File: src/rtl/axi_burst_addr_gen.sv
// Burst address generator: accepts burst commands into an active/pending pair
// and expands each burst into a registered per-beat address stream.
//   state | meaning
//   IDLE  | no active burst, beat_valid low
//   RUN   | active burst presenting beats, beat_valid high
module axi_burst_addr_gen #(
  parameter int ADDR_W     = 32,
  parameter int LEN_W      = 8,
  parameter int DATA_BYTES = 4,
  parameter int ID_W       = 4,
  localparam int SIZE_MAX  = $clog2(DATA_BYTES),
  localparam int LANE_W    = (SIZE_MAX > 0) ? SIZE_MAX : 1
) (
  input  logic              clk,
  input  logic              reset,
  input  logic              cmd_valid,
  output logic              cmd_ready,
  input  logic [ADDR_W-1:0] cmd_addr,
  input  logic [LEN_W-1:0]  cmd_len,
  input  logic [2:0]        cmd_size,
  input  logic [1:0]        cmd_burst,
  input  logic [2:0]        cmd_prot,
  input  logic [ID_W-1:0]   cmd_id,
  output logic              beat_valid,
  input  logic              beat_ready,
  output logic [ADDR_W-1:0] beat_addr,
  output logic [LANE_W-1:0] beat_lane,
  output logic [ID_W-1:0]   beat_id,
  output logic [2:0]        beat_prot,
  output logic              beat_last,
  output logic              beat_err,
  output logic              busy
);

  localparam logic [2:0] SIZE_MAX_3 = 3'(SIZE_MAX);

  typedef struct packed {
    logic [ADDR_W-1:0] addr;
    logic [LEN_W-1:0]  len;
    logic [2:0]        size;
    logic [1:0]        burst;
    logic [2:0]        prot;
    logic [ID_W-1:0]   id;
    logic              err;
  } cmd_t;

  typedef enum logic {IDLE, RUN} state_t;

  state_t            state, state_nxt;
  cmd_t              cmd_in, act, pend;
  logic              pend_full;
  logic [LEN_W-1:0]  cnt;
  logic              last;
  logic              cmd_fire, beat_fire, last_fire;
  logic              load_cmd, load_pend, to_pend;
  logic              illegal;
  logic [ADDR_W-1:0] cmd_nb, cmd_tot, cmd_aligned, cmd_last_byte;
  logic [ADDR_W-1:0] a_nb, a_tot, a_bound, a_inc, addr_nxt;

  // Legality is decided once, at acceptance, and carried with the command.
  always_comb begin
    cmd_nb        = ADDR_W'(1) << cmd_size;
    cmd_tot       = (ADDR_W'(cmd_len) + ADDR_W'(1)) << cmd_size;
    cmd_aligned   = cmd_addr & ~(cmd_nb - ADDR_W'(1));
    cmd_last_byte = cmd_aligned + cmd_tot - ADDR_W'(1);
    illegal       = 1'b0;
    if (cmd_burst == 2'b11) illegal = 1'b1;
    if (cmd_size > SIZE_MAX_3) illegal = 1'b1;
    if (cmd_burst == 2'b10) begin
      if (!(cmd_len == LEN_W'(1) || cmd_len == LEN_W'(3) ||
            cmd_len == LEN_W'(7) || cmd_len == LEN_W'(15))) illegal = 1'b1;
      if ((cmd_addr & (cmd_nb - ADDR_W'(1))) != '0) illegal = 1'b1;
    end
    if (cmd_burst == 2'b01 && ((cmd_last_byte ^ cmd_addr) >> 12) != '0) illegal = 1'b1;
    cmd_in       = '0;
    cmd_in.addr  = cmd_addr;
    cmd_in.len   = cmd_len;
    cmd_in.size  = cmd_size;
    cmd_in.burst = cmd_burst;
    cmd_in.prot  = cmd_prot;
    cmd_in.id    = cmd_id;
    cmd_in.err   = illegal;
  end

  always_comb begin
    a_nb    = ADDR_W'(1) << act.size;
    a_inc   = act.addr + a_nb;
    a_tot   = (ADDR_W'(act.len) + ADDR_W'(1)) << act.size;
    a_bound = act.addr & ~(a_tot - ADDR_W'(1));
    case (act.burst)
      2'b01:   addr_nxt = (act.addr & ~(a_nb - ADDR_W'(1))) + a_nb;
      2'b10:   addr_nxt = (a_inc == a_bound + a_tot) ? a_bound : a_inc;
      default: addr_nxt = act.addr;
    endcase
  end

  always_comb begin
    cmd_fire  = cmd_valid & ~pend_full;
    beat_fire = (state == RUN) & beat_ready;
    last_fire = beat_fire & last;
    load_cmd  = cmd_fire & ((state == IDLE) | last_fire);
    to_pend   = cmd_fire & ~load_cmd;
    load_pend = last_fire & pend_full;
    state_nxt = state;
    case (state)
      IDLE:    if (cmd_fire) state_nxt = RUN;
      RUN:     if (last_fire && !load_cmd && !load_pend) state_nxt = IDLE;
      default: state_nxt = IDLE;
    endcase
  end

  always_ff @(posedge clk or negedge reset) begin
    if (!reset) begin
      state     <= IDLE;
      act       <= '0;
      pend      <= '0;
      pend_full <= 1'b0;
      cnt       <= '0;
      last      <= 1'b0;
    end else begin
      state <= state_nxt;
      if (load_cmd) begin
        act  <= cmd_in;
        cnt  <= '0;
        last <= (cmd_in.len == '0) | cmd_in.err;
      end else if (load_pend) begin
        act  <= pend;
        cnt  <= '0;
        last <= (pend.len == '0) | pend.err;
      end else if (beat_fire) begin
        act.addr <= addr_nxt;
        cnt      <= cnt + LEN_W'(1);
        last     <= (cnt + LEN_W'(1)) == act.len;
      end
      if (to_pend) begin
        pend      <= cmd_in;
        pend_full <= 1'b1;
      end else if (load_pend) begin
        pend_full <= 1'b0;
      end
    end
  end

  assign cmd_ready  = ~pend_full;
  assign beat_valid = (state == RUN);
  assign beat_addr  = act.addr;
  assign beat_id    = act.id;
  assign beat_prot  = act.prot;
  assign beat_last  = last;
  assign beat_err   = act.err;
  assign busy       = (state == RUN) | pend_full;

  if (SIZE_MAX > 0) begin : g_lane
    assign beat_lane = act.addr[LANE_W-1:0];
  end else begin : g_nolane
    assign beat_lane = '0;
  end

endmodule

File: config.mk
export PLATFORM = sky130hd
export DESIGN_NAME = axi_burst_addr_gen
export DESIGN_NICKNAME = d
export VERILOG_FILES = /design/src/rtl/axi_burst_addr_gen.sv
export SDC_FILE = /design/constraint.sdc
export NUM_CORES = 1
export LEC_CHECK = 0
export BUFFER_PORTS_ARGS = -buffer_cell sky130_fd_sc_hd__buf_2
export CORE_MARGIN = 4
export CORE_UTILIZATION = 40
export CTS_CLUSTER_DIAMETER = 100
export CTS_CLUSTER_SIZE = 20
export DETAILED_ROUTE_END_ITERATION = 7
export GPL_ROUTABILITY_DRIVEN = 0
export GPL_TIMING_DRIVEN = 0
export PLACE_DENSITY = 0.59
export SYNTH_ARGS = -nofsm -noshare
export SYNTH_HDL_FRONTEND = slang
export SYNTH_SLANG_ARGS = --single-unit
File: constraint.sdc
create_clock -name clk -period 6.7 [get_ports clk]
set_input_delay 1.34 -clock clk [delete_from_list [all_inputs] [get_ports clk]]
set_output_delay 1.34 -clock clk [all_outputs]
set_load 0.05 [all_outputs]
Word-level counts from Yosys, hierarchy flattened
Cells that the tools add are included.

word-level totals
  logic and storage cells = 106
  bits in registers = 117
  input bits = 56
  output and inout port bits = 46

cells by class
  reduce and logical (&&, ||, !) cells = 17
  mux-type cells = 23
  $lt $le $gt $ge = 1
  add/subtract/negate cells = 11
  equality and inequality tests = 11
  shift operators = 4
  bitwise operators = 21

operators with widths
  operator                                              count
  adder 32 bit                                          4
  bitwise AND 32 bit                                    4
  subtractor 32 x 1 -> 32 bit (second input constant)   4
  2-to-1 mux 32 bit                                     3
  NOT 32 bit                                            3
  case mux 32 bit (2 select lines)                      1
  nonzero test 32 bit                                   2
  left shift 1 x 3 -> 32 bit (first input constant)     2
  left shift 9 x 3 -> 32 bit                            2
  2-to-1 mux 53 bit                                     1
  equality test 32 bit                                  1
  XOR 32 bit                                            1
  2-to-1 mux 8 bit                                      3
  2-to-1 mux 21 bit                                     1
  adder 8 x 1 -> 9 bit (second input constant)          2
  logical NOT 8 bit                                     2
  2-to-1 mux 1 bit                                      13
  adder 8 x 1 -> 8 bit (second input constant)          1
  equality test 8 x 1 -> 1 bit (second input constant)  1
  equality test 8 x 2 -> 1 bit (second input constant)  1
  equality test 8 x 3 -> 1 bit (second input constant)  1
  equality test 8 x 4 -> 1 bit (second input constant)  1
  equality test 8 bit                                   1
  bitwise AND 1 bit                                     6
  13 further kinds                                      27

Depth between registers and ports, before layout
  depth after elaboration = 12
  mapped depth = 34
  depth with buffers taken out = 27

Worst setup path before layout
No wires, ideal clock.

  path kind = reg2reg
  start = register act[14] (netlist name)
  end = register act (netlist bit beat_addr[19])
  setup slack = -0.059 ns
  setup time = 0.122 ns
  required time = 6.578 ns
  cell stages (with the launch flop) = 29
  arrival time = 6.637 ns
  clock period less this slack = 6.759 ns
  buffers on the path = 3
  path through = dfrtp_1 > ha_1 > or2_2 > nand3_1 > ha_1 > clkbuf_1 > o2111ai_1 > o31ai_1 > and2_1 > clkbuf_1 > nand2_1 > nor3_1 > xnor2_1 > and2_1 > ha_1 > a21o_1 > a21o_1 > a211oi_1 > nand3_1 > o21ai_1 > nor2_1 > mux2_1 > a211oi_1 > nand4_1 > or3_1 > buf_6 > a31o_4 > mux2_1 > o2bb2ai_1

between the ends
  longest elaborated chain between the ends = 12

ends and longest elaborated chain
  element                               RTL line  text
  start, declared                       50        cmd_t cmd_in, act, pend;
  start signal, assigned                123       act <= cmd_in;
  start signal, assigned                127       act <= pend;
  adder 8 x 1 -> 9 bit (*)              88        a_tot = (ADDR_W'(act.len) + ADDR_W'(1)) << act.size;
  left shift 9 x 3 -> 32 bit (*)        88
  subtractor 32 x 1 -> 32 bit           89        a_bound = act.addr & ~(a_tot - ADDR_W'(1));
  NOT 32 bit                            89
  bitwise AND 32 bit                    89
  adder 32 bit                          92        2'b10: addr_nxt = (a_inc == a_bound + a_tot) ? a_bound : a_inc;
  equality test 32 bit                  92
  2-to-1 mux 32 bit (*)                 92
  case mux 32 bit (2 select lines) (*)  90        case (act.burst)
  2-to-1 mux 32 bit (*)                 130       end else if (beat_fire) begin
  2-to-1 mux 32 bit (*)                 126       end else if (load_pend) begin
  2-to-1 mux 53 bit (*)                 122       if (load_cmd) begin

Every way passes the cells marked *; elsewhere a longest branch is shown, timed or not. The select of a mux whose other input is x is not followed.
A chain may end at the register's enable or synchronous reset.

Final worst setup path
  start = register act[13] (netlist name)
  end = register act (netlist bit beat_addr[18])

Same word-level chain as after synthesis.

==> results.py <==
metrics = {
    "layout": {
        "area_growth_pct": 20.4,
        "drive_above_1_share": 0.205,
        "fin_cells": 2429,
        "diodes": 0,
        "fin_nets": 2102,
        "design_area_um2": 16400,
    },
    "critical_path": {
        "ff2ff_setup_slack_ns": 0.08,
        "crit_path_top_delay_cell": "or3_4",
        "crit_top_cell": "a21o_1",
        "cp_max_fo": 10,
        "arrival_ns": 6.91,
        "slowest_delay_ns": 0.40,
        "crit_start": "act[13]",
        "crit_type": "reg -> reg",
        "setup.worst_path.end_class": "register",
        "worstPathRequired_ns": 7.00,
        "r2r_start": "act[13]",
        "start_kind": "register",
    },
    "global_routing": {
        "grt_overflow_total": 0,
        "grt_max_degree": 95,
        "grt_antenna_before_repair": 0,
        "grt_use_met2": 0.425,
        "use_met3": 0.0326,
        "grt_pass1_wl_um": 77900,
        "use_met1": 0.380,
        "track_usage": 0.268,
        "grt_pass1_vias": 13644,
        "busiest_layer": "met2",
    },
    "sta": {
        "setup_violations": 0,
        "skew_ns": 0.0108,
        "drv_slew": 0,
        "fmax_mhz": 151,
        "period_share": 0.987,
        "finalHoldViolations": 0,
        "tightest_slew_ns": 1.08,
        "slew_headroom": 0.278,
        "tns_ns": 0,
        "finalCriticalPeriod_ns": 6.62,
    },
    "clocking": {
        "tritoncts": "built",
        "root_buffer": "clkbuf_16",
        "clkSinkCount": 117,
        "clock_latency_ns": 0.43,
        "clk_pin_slew_ns": 0.06,
        "numCtsBuffers": 17,
        "cts_max_level": 4,
        "cts_hold_buf": 0,
        "clockBufferDepth": 2,
    },
    "power": {
        "power_mw": 8.87,
        "vdd_ir_drop_max_uv": 260,
        "p_leak_nw": 7.04,
        "powerDensity_nw_per_um2": 541,
    },
    "floorplan": {
        "core-area_um2": 33500,
        "die-area_um2": 37100,
        "die_h_um": 193,
        "rows": 67,
        "start_util": 0.406,
        "io_pins": 102,
        "die_w_um": 193,
    },
    "drt": {
        "drtIter0Drc": 2075,
        "routed_wl_um": 51200,
        "ant_nets": 0,
        "vias_per_cell": 6.14,
        "drc": 16,
        "vias": 14924,
        "wl_per_cell_um": 21.1,
        "dr.pass1.iters": 8,
    },
    "placed_design": {
        "dpl_cell_area_um2": 14700,
        "place_inst": 2366,
        "hpwlAfterDp_um": 39900,
        "port-buffer-count": 98,
    },
    "logic_synthesis": {
        "syn_inst": 1819,
        "netlist.area_leader.share": 0.215,
        "yosysWarnings": 0,
        "syn_nets": 1953,
        "synth_area_um2": 13600,
        "ys_top_cells_by_area": "dfrtp_1, ha_1, nand2_1",
        "postSynthRegisterBits": 117,
        "synth_cell_types": 93,
        "synth_commonest_cells": "nand2_1, nor2_1, o21ai_0",
        "seq_area_frac_synth": 0.215,
        "yosys.area.top_type": "dfrtp_1",
        "synth_edf_count": 0,
        "ys.flop_type": "dfrtp_1",
        "syn-mean-instance-area_um2": 7.49,
        "async_reset_ff_frac": 1.00,
        "synth_most_common_cell": "nand2_1",
    },
    "hold_path": {
        "hold_start": "pend[9]",
        "worstHoldPathType": "reg -> reg",
    },
    "run_status": {
        "violations": "DRC",
        "outcome": "finished, violations left",
    },
    "job": {
        "cap_violations": 0,
    },
}
[final timing paths]
path                                       to  depth (start not counted)
worst max-delay path            beat_addr[18]                         28
worst max register to register  beat_addr[18]                         28
max in group asynchronous       beat_addr[30]                          2
worst min-delay path                   act[9]                          2
worst min register to register         act[9]                          2
min in group asynchronous             pend[1]                          1
[per-stage QoR]
stage / worst slack (ns) / util / hold WS [ns]
5_1_grt: -0.0728 / 0.489 / 0.489
3_5_place_dp: -1.95 / 0.439 / 0.467
3_3_place_gp: -2.10 / 0.438 / 0.464
4_1_cts: 0.00476 / 0.470 / 0.480
2_1_floorplan: 0.0264 / - / 0.447
6_report: 0.0850 / 0.489 / 0.478
[cells by family (layout without fill, tap and decap cells)]
| group | after synthesis | after routing | share of synthesized area |
|---|---|---|---|
| compound gates | 560 | 560 | 0.280 |
| mux | 64 | 64 | 0.0504 |
| simple gates | 627 | 627 | 0.223 |
| fa+ha+maj | 78 | 78 | 0.0722 |
| buf+inv | 264 | 426 | 0.0880 |
| xor+xnor | 109 | 109 | 0.0712 |
| flops | 117 | 117 | 0.215 |
[cells in the final DEF, fill, tap and decap left out, types with 32 or more instances in the layout]
master    count
nor3_1       43
mux2_2       35
xor2_1       32
a21oi_1     109
buf_4        90
o21ai_0     117
ha_1         68
buf_2       101
inv_1        96
nor2_1      123
nand2_1     206
nand3_1      62
dfrtp_1     115
xnor2_1      72
clkbuf_1     81
[final cells by class]
| cell class | count | area [um^2] |
|---|---|---|
| sequential | 117 | 2930 |
| clock buffer | 21 | 470 |
| clock inverter | 11 | 148 |
| timing repair buffer | 140 | 845 |
| buffer | 156 | 851 |
| tap | 448 | 561 |
| inverter | 98 | 368 |
| multi-input combinational | 1438 | 10200 |
| fill | 3380 | 17100 |
[where the power goes]
| group | switching [mW] | internal (mW) |
|---|---|---|
| Combinational | 4.08 | 2.52 |
| Sequential | 0.302 | 1.02 |
| Clock | 0.342 | 0.614 |
[per-layer routing]
| metal | share of wire | vias to the layer above |
|---|---|---|
| li1 | - | 6920 |
| met3 | 0.082 | 134 |
| met2 | 0.45 | 806 |
| met4 | 0.035 | 0 |
| met5 | 0 | - |
| met1 | 0.44 | 7064 |
[state kept, by name (all words and copies together), names as in the netlist]
register and cells:
beat_addr 32, beat_id 4, pend 53, beat_last 1
cnt 8, pend_full 1, beat_prot 3, beat_err 1
beat_valid 1, act 13
[worst max-delay path, delay by kind of cell (launching register included)]
family                   cells  cell delay (ns)
AO/OA/AOI/OAI               12             2.63
AND/OR/NAND/NOR              8             1.74
buffers and inverters        4             0.62
adder cells (fa/ha/maj)      2             0.43
flip-flops                   1             0.39
multiplexers                 1             0.36
XOR/XNOR                     1             0.28
[timing repair]
| action | 4_1_cts | 5_1_grt |
|---|---|---|
| setup endpoints to repair | 35 | 35 |
| gates cloned | 0 | 0 |
| resized for setup | 82 | 84 |
| setup buffers | 12 | 29 |
| pin swaps | 11 | 28 |
| endpoints found under the hold margin | 0 | 0 |
Power figures use the tool's default switching activity.
